[src/rtl/mem_port_arbiter.sv]
// mem_port_arbiter
//   Shares one single-port memory between the instruction-fetch requester (IF)
//   and the load/store requester (D). Both requesters use a req/done handshake.
//   The memory side uses a req/ready handshake with variable latency. A
//   saturating timeout counter aborts a transaction if the memory never
//   answers.
//
// Parameters
//   ADDR_W   address width
//   DATA_W   data width
//   TIMEOUT  max cycles m_req may stay high without m_ready before abort (>=1)
//
// Ports
//   clk, rst_n                   rising-edge clock, asynchronous active-low reset
//   if_req, if_addr              fetch request, held stable until if_done
//   if_rdata, if_done, if_err    fetch result, one-cycle done pulse, timeout flag
//   d_req, d_addr, d_we, d_op,   data request, held stable until d_done
//   d_wdata
//   d_rdata, d_done, d_err       load result (0 for stores), done pulse, timeout flag
//   m_req, m_addr, m_we, m_op,   memory request, held constant while busy
//   m_wdata
//   m_ready, m_rdata             memory completion, read data valid with m_ready
//   grant                        one-hot owner: 01 = IF, 10 = D, 00 = none
//
// Timing: request seen at edge 0 -> m_req high in cycle 1; m_ready in cycle 1
// -> done in cycle 2; back in IDLE in cycle 3.
module mem_port_arbiter #(
    parameter int ADDR_W  = 32,
    parameter int DATA_W  = 32,
    parameter int TIMEOUT = 16
) (
    input  logic              clk,
    input  logic              rst_n,

    input  logic              if_req,
    input  logic [ADDR_W-1:0] if_addr,
    output logic [DATA_W-1:0] if_rdata,
    output logic              if_done,
    output logic              if_err,

    input  logic              d_req,
    input  logic [ADDR_W-1:0] d_addr,
    input  logic              d_we,
    input  logic [2:0]        d_op,
    input  logic [DATA_W-1:0] d_wdata,
    output logic [DATA_W-1:0] d_rdata,
    output logic              d_done,
    output logic              d_err,

    output logic              m_req,
    output logic [ADDR_W-1:0] m_addr,
    output logic              m_we,
    output logic [2:0]        m_op,
    output logic [DATA_W-1:0] m_wdata,
    input  logic              m_ready,
    input  logic [DATA_W-1:0] m_rdata,

    output logic [1:0]        grant
);

    localparam int CNT_W = $clog2(TIMEOUT + 1);

    localparam logic [1:0] IDLE   = 2'd0;
    localparam logic [1:0] BUSY_I = 2'd1;
    localparam logic [1:0] BUSY_D = 2'd2;
    localparam logic [1:0] RESP   = 2'd3;

    localparam logic [1:0] GNT_NONE = 2'b00;
    localparam logic [1:0] GNT_I    = 2'b01;
    localparam logic [1:0] GNT_D    = 2'b10;

    // Instruction fetches are always full-word loads.
    localparam logic [2:0] OP_WORD = 3'b010;

    localparam logic [CNT_W-1:0] CNT_MAX = CNT_W'(TIMEOUT);

    logic [1:0]       state;
    logic             last_d;   // 1 = D owned the port last, 0 = IF
    logic [CNT_W-1:0] cnt;
    logic             d_wins;
    logic             expire;

    // Saturating increment: the wait counter sticks at TIMEOUT, never wraps.
    function automatic logic [CNT_W-1:0] sat_inc(input logic [CNT_W-1:0] v);
        return (v == CNT_MAX) ? v : v + CNT_W'(1);
    endfunction

    // Round-robin: on a conflict the requester that did not go last wins.
    // last_d resets to 0 (IF) so D takes the first conflict.
    assign d_wins = d_req && (!if_req || !last_d);

    // This idle cycle would push the counter to TIMEOUT, so the current
    // cycle is the last one the memory gets to answer in.
    assign expire = (sat_inc(cnt) == CNT_MAX);

    always_ff @(posedge clk or negedge rst_n) begin
        if (!rst_n) begin
            state    <= IDLE;
            last_d   <= 1'b0;
            cnt      <= '0;
            grant    <= GNT_NONE;
            m_req    <= 1'b0;
            m_addr   <= '0;
            m_we     <= 1'b0;
            m_op     <= '0;
            m_wdata  <= '0;
            if_rdata <= '0;
            if_done  <= 1'b0;
            if_err   <= 1'b0;
            d_rdata  <= '0;
            d_done   <= 1'b0;
            d_err    <= 1'b0;
        end else begin
            case (state)
                // Stage: arbitrate and launch the memory request
                IDLE: begin
                    if (d_wins) begin
                        state   <= BUSY_D;
                        grant   <= GNT_D;
                        m_req   <= 1'b1;
                        m_addr  <= d_addr;
                        m_we    <= d_we;
                        m_op    <= d_op;
                        m_wdata <= d_wdata;
                        last_d  <= 1'b1;
                        cnt     <= '0;
                    end else if (if_req) begin
                        state   <= BUSY_I;
                        grant   <= GNT_I;
                        m_req   <= 1'b1;
                        m_addr  <= if_addr;
                        m_we    <= 1'b0;
                        m_op    <= OP_WORD;
                        m_wdata <= '0;
                        last_d  <= 1'b0;
                        cnt     <= '0;
                    end
                end

                // Stage: wait for memory; m_ready beats a same-edge timeout
                BUSY_I, BUSY_D: begin
                    if (m_ready) begin
                        state <= RESP;
                        m_req <= 1'b0;
                        if (state == BUSY_I) begin
                            if_rdata <= m_rdata;
                            if_done  <= 1'b1;
                            if_err   <= 1'b0;
                        end else begin
                            d_rdata <= m_we ? '0 : m_rdata;
                            d_done  <= 1'b1;
                            d_err   <= 1'b0;
                        end
                    end else if (expire) begin
                        state <= RESP;
                        m_req <= 1'b0;
                        cnt   <= CNT_MAX;
                        if (state == BUSY_I) begin
                            if_rdata <= '0;
                            if_done  <= 1'b1;
                            if_err   <= 1'b1;
                        end else begin
                            d_rdata <= '0;
                            d_done  <= 1'b1;
                            d_err   <= 1'b1;
                        end
                    end else begin
                        cnt <= sat_inc(cnt);
                    end
                end

                // Stage: done pulse visible for exactly this cycle
                RESP: begin
                    state   <= IDLE;
                    grant   <= GNT_NONE;
                    if_done <= 1'b0;
                    if_err  <= 1'b0;
                    d_done  <= 1'b0;
                    d_err   <= 1'b0;
                end

                default: state <= IDLE;
            endcase
        end
    end

endmodule

[config.mk]
export PLATFORM = sky130hd
export DESIGN_NAME = mem_port_arbiter
export DESIGN_NICKNAME = d
export VERILOG_FILES = /design/src/rtl/mem_port_arbiter.sv
export SDC_FILE = /design/constraint.sdc
export NUM_CORES = 1
export LEC_CHECK = 0
export CORE_MARGIN = 2
export CORE_UTILIZATION = 42
export CTS_CLUSTER_DIAMETER = 60
export CTS_CLUSTER_SIZE = 40
export DETAILED_ROUTE_END_ITERATION = 6
export HOLD_SLACK_MARGIN = 0.1
export PLACE_DENSITY_LB_ADDON = 0.05
export REMOVE_ABC_BUFFERS = 1
export SYNTH_ARGS = -nofsm -noshare
export SYNTH_HDL_FRONTEND = slang
export SYNTH_SLANG_ARGS = --single-unit
[constraint.sdc]
create_clock -name clk -period 2.4 [get_ports clk]
set_input_delay 0.48 -clock clk [delete_from_list [all_inputs] [get_ports clk]]
set_output_delay 0.48 -clock clk [all_outputs]
set_load 0.02 [all_outputs]
==> results.md <==
* Final setup vio count at 0
* MaxCap Viol Count at 0
* Buffers and inverters on the worst path at 1
* Sequential share of the synthesized area at 61.40%
* Final nets at 885
* First-pass GRT wire length at 26,530 µm
* Vias per cell at 5.302
* Total power at 0.01306 W
* Cell area after layout at 9560 µm²
* Pwr Density at 1366 nW/µm²
* CTS tree: done
* Sequential share of power at 32.1%
* DRC violations left at 0
* GRT overflow at 0
* Switching Share at 38.19%
* Synth area leaders: dfrtp_1, a22o_1, mux2i_1
* Synthesized flop and latch total at 147
* Critical path, cell by cell: inv_1, ha_1, nand4bb_1, o22ai_2, o211a_4, o21ai_4, a22o_1
* Max stage delay cell, worst path: o21ai_4
* CP Max Fanout at 16
* Tmin final at 2.281 ns
* Ys async rst share at 100.0%
* DRT Pass-1 Iters at 5
* Status: finished clean
* CTS Buffer Depth at 2
* CTS Sinks at 147
* Total track usage at 23.28%
* Share of cells above drive strength 1 at 8.079%
* Final Util at 68.88%
* Switching pwr at 0.004988 W
* CP max stage delay at 0.51 ns
* Initial antenna violation count at 0
* CTS clk-pin slew, worst paths at 0.06 ns
* Core Box Area at 13,880 µm²
* CP top delay family: compound AO/OA/AOI/OAI gates
* Vias in the first global route at 5,043
* H-tree depth at 4
* Via count at 4,957
* Hold Fails Final Rpt at 0
* Most used DFF post-synth: dfrtp_1
* Final period util at 95.05%
* Synth-to-layout area growth at 59.59%
* Largest net degree at the start of global routing at 101
* Placed Instance Area at 8962 µm²
* Number of flops mapped to enable cells by yosys at 0
* CTS Buf Count at 17
* Syn Area/Cell at 12.86 µm²
* Clock Skew at 0.01119 ns
* RSZ-0062 raised after global routing: no
* Clock root buffer: clkbuf_16
* Unique masters post-synth at 37
* Worst slew pin tran at 0.5849 ns
* Clk Latency, worst-skew pair at 0.42 ns
* Peak supply drop at 0.6209 mV
* I/O pins at 276
* Int Pwr at 0.008074 W
* HP Class: flip-flop to flip-flop
* CP Data Required Time at 2.76 ns
* Clock share of power at 19.1%
* PortBufs at 275
* Starting Density at 43.16%
* Max_slew headroom at 60.86%
* Mapped cell area at 5991 µm²
* Remaining antenna violation count at 0
* Drt total wl at 17,660 µm
* Initial drt markers at 312
* Synth top area share at 61.40%
* Register area at 3679 µm²
* Fin Hold WS at 0.4770 ns
* CP endpoint kind: flip-flop
* Part of the power in combinational logic at 48.8%
* FMAX at 438.4 MHz
* Area taken by multi-input logic gates at 2163 µm²
* Avg WL per Cell at 18.88 µm
* DIE AREA at 15,240 µm²
* Critical Path Start Type: flip-flop
* Arr. time, crit path at 2.64 ns
* Synth Instances at 466
* # rows at 43
* Ys Warns at 0
* DP Worst Slack at -0.1009 ns
* Leading area contributor after synthesis: dfrtp_1
* Fill cell count at 1,049
* Leak pwr at 4.245 nW
* Crit path kind: flip-flop to flip-flop
* RD Place Congestion at 0.8124
* Die height at 123.4 µm
* Final worst slack at 0.1188 ns
* Dpl hpwl at 12,730 µm
* Die W at 123.4 µm
* Pins over their slew limit at 0
* Diode count at 0
-- cell families (layout without fill, tap and decap cells) --
group                      after synthesis  in the layout  share of synthesized area, %
xor gates and xnor gates                 1              1                        0.1462
muxes                                   38             38                         6.391
buffers and inverters                   41            328                         3.488
adders and majority gates                6              6                         1.253
and+or+nand+nor                         69             69                         5.138
DFF                                    147            147                         61.40
AOI/OAI and AO/OA                      164            166                         22.18
-- synthesized netlist by cell type (2+ instances only) --
cell and number:
a211oi_2 4, nand2_1 42, and2_1 3, inv_1 7
nor2_1 8, buf_6 6, buf_2 8, dfrtp_1 147
o211ai_1 3, mux2_1 2, nor2b_1 4, nand3_1 5
o21ai_0 41, ha_1 6, and3_1 2, mux2i_1 36
a22o_1 103, clkbuf_1 19, o21ai_4 2
-- state kept, by name, indices dropped and copies added (netlist names), named ones only --
signal and cells:
cnt 5, d_done 1, d_err 1, d_rdata 32, grant 2, if_err 1
if_rdata 32, last_d 1, m_addr 32, m_op 3, m_req 1, m_wdata 32
m_we 1, state 2
-- cell usage in the layout, fill, tap and decap left out, types with 2 or more instances in the layout --
cell	n
ha_1	6
o211ai_1	3
a211oi_2	4
mux2i_1	36
nand2_1	42
buf_12	4
clkinv_4	2
clkinv_2	4
o21ai_4	5
buf_4	9
mux2_1	2
nor2b_1	4
nor2_1	8
dfrtp_1	147
a22o_1	103
inv_6	5
clkbuf_16	17
inv_1	7
nand3_1	5
clkinvlp_4	2
and3_1	2
clkdlybuf4s50_1	274
o21ai_0	40
and2_1	3
-- metrics by stage --
step | std cells | setup TNS [ns]
final | 935 | 0
after global routing | 935 | 0
after CTS | 935 | 0
after detailed placement | 900 | -2.458
after global placement | 900 | 0
after floorplan | 432 | -277.04
-- worst register-to-register path: stages (launching register included) --
cell and delay [ns]:
dfrtp_1 0.49, inv_1 0.08, ha_1 0.25, nand4bb_1 0.23, o22ai_2 0.14, o211a_4 0.31, o21ai_4 0.51, a22o_1 0.22
-- what timing repair did --
action	CTS	global route
setup buffers	0	0
hold endpoints to repair	60	0
endpoints found under the setup margin	51	0
hold buffers	1	0
gates resized for setup	2	0
-- per-layer routing --
layer / global-route usage [%] / vias up / part of all wire, %
met4: 10.01 / 0 / 2.4
li1: - / 2287 / -
met5: 0 / - / 0
met1: 27.42 / 2408 / 38
met3: 7.980 / 31 / 9.3
met2: 38.67 / 231 / 50
-- worst paths after layout --
path	from	end	slack, ns	cells after the start
max	cnt[0]	d_rdata[13]	0.12	7
min	m_addr[14]	m_addr[14]	0.48	2
max reg2reg	cnt[0]	d_rdata[13]	0.12	7
min reg2reg	m_addr[14]	m_addr[14]	0.48	2
max in group asynchronous	rst_n	m_addr[0]	1.14	3
min in group asynchronous	rst_n	d_rdata[15]	0.61	2
-- power by group through the flow --
| stage | registers, W | logic (W) | clock network [W] |
|---|---|---|---|
| 6_report | 0.00420 | 0.00637 | 0.00250 |
| 2_1_floorplan | 0.00535 | 0.00212 | 0 |
| 4_1_cts | 0.00419 | 0.00646 | 0.00255 |
| 3_5_place_dp | 0.00420 | 0.00636 | 0 |
| 5_1_grt | 0.00431 | 0.00684 | 0.00266 |
| 3_3_place_gp | 0.00418 | 0.00623 | 0 |
-- layout make-up --
type,instances,area share [%]
clock buffer,18,4.489
clock inverter,14,1.322
inverter,7,0.2748
multi-input combinational,280,22.63
sequential,147,38.48
tap,180,2.356
timing repair buffer,289,30.45
No activity file was read; power rests on OpenSTA's default activity.
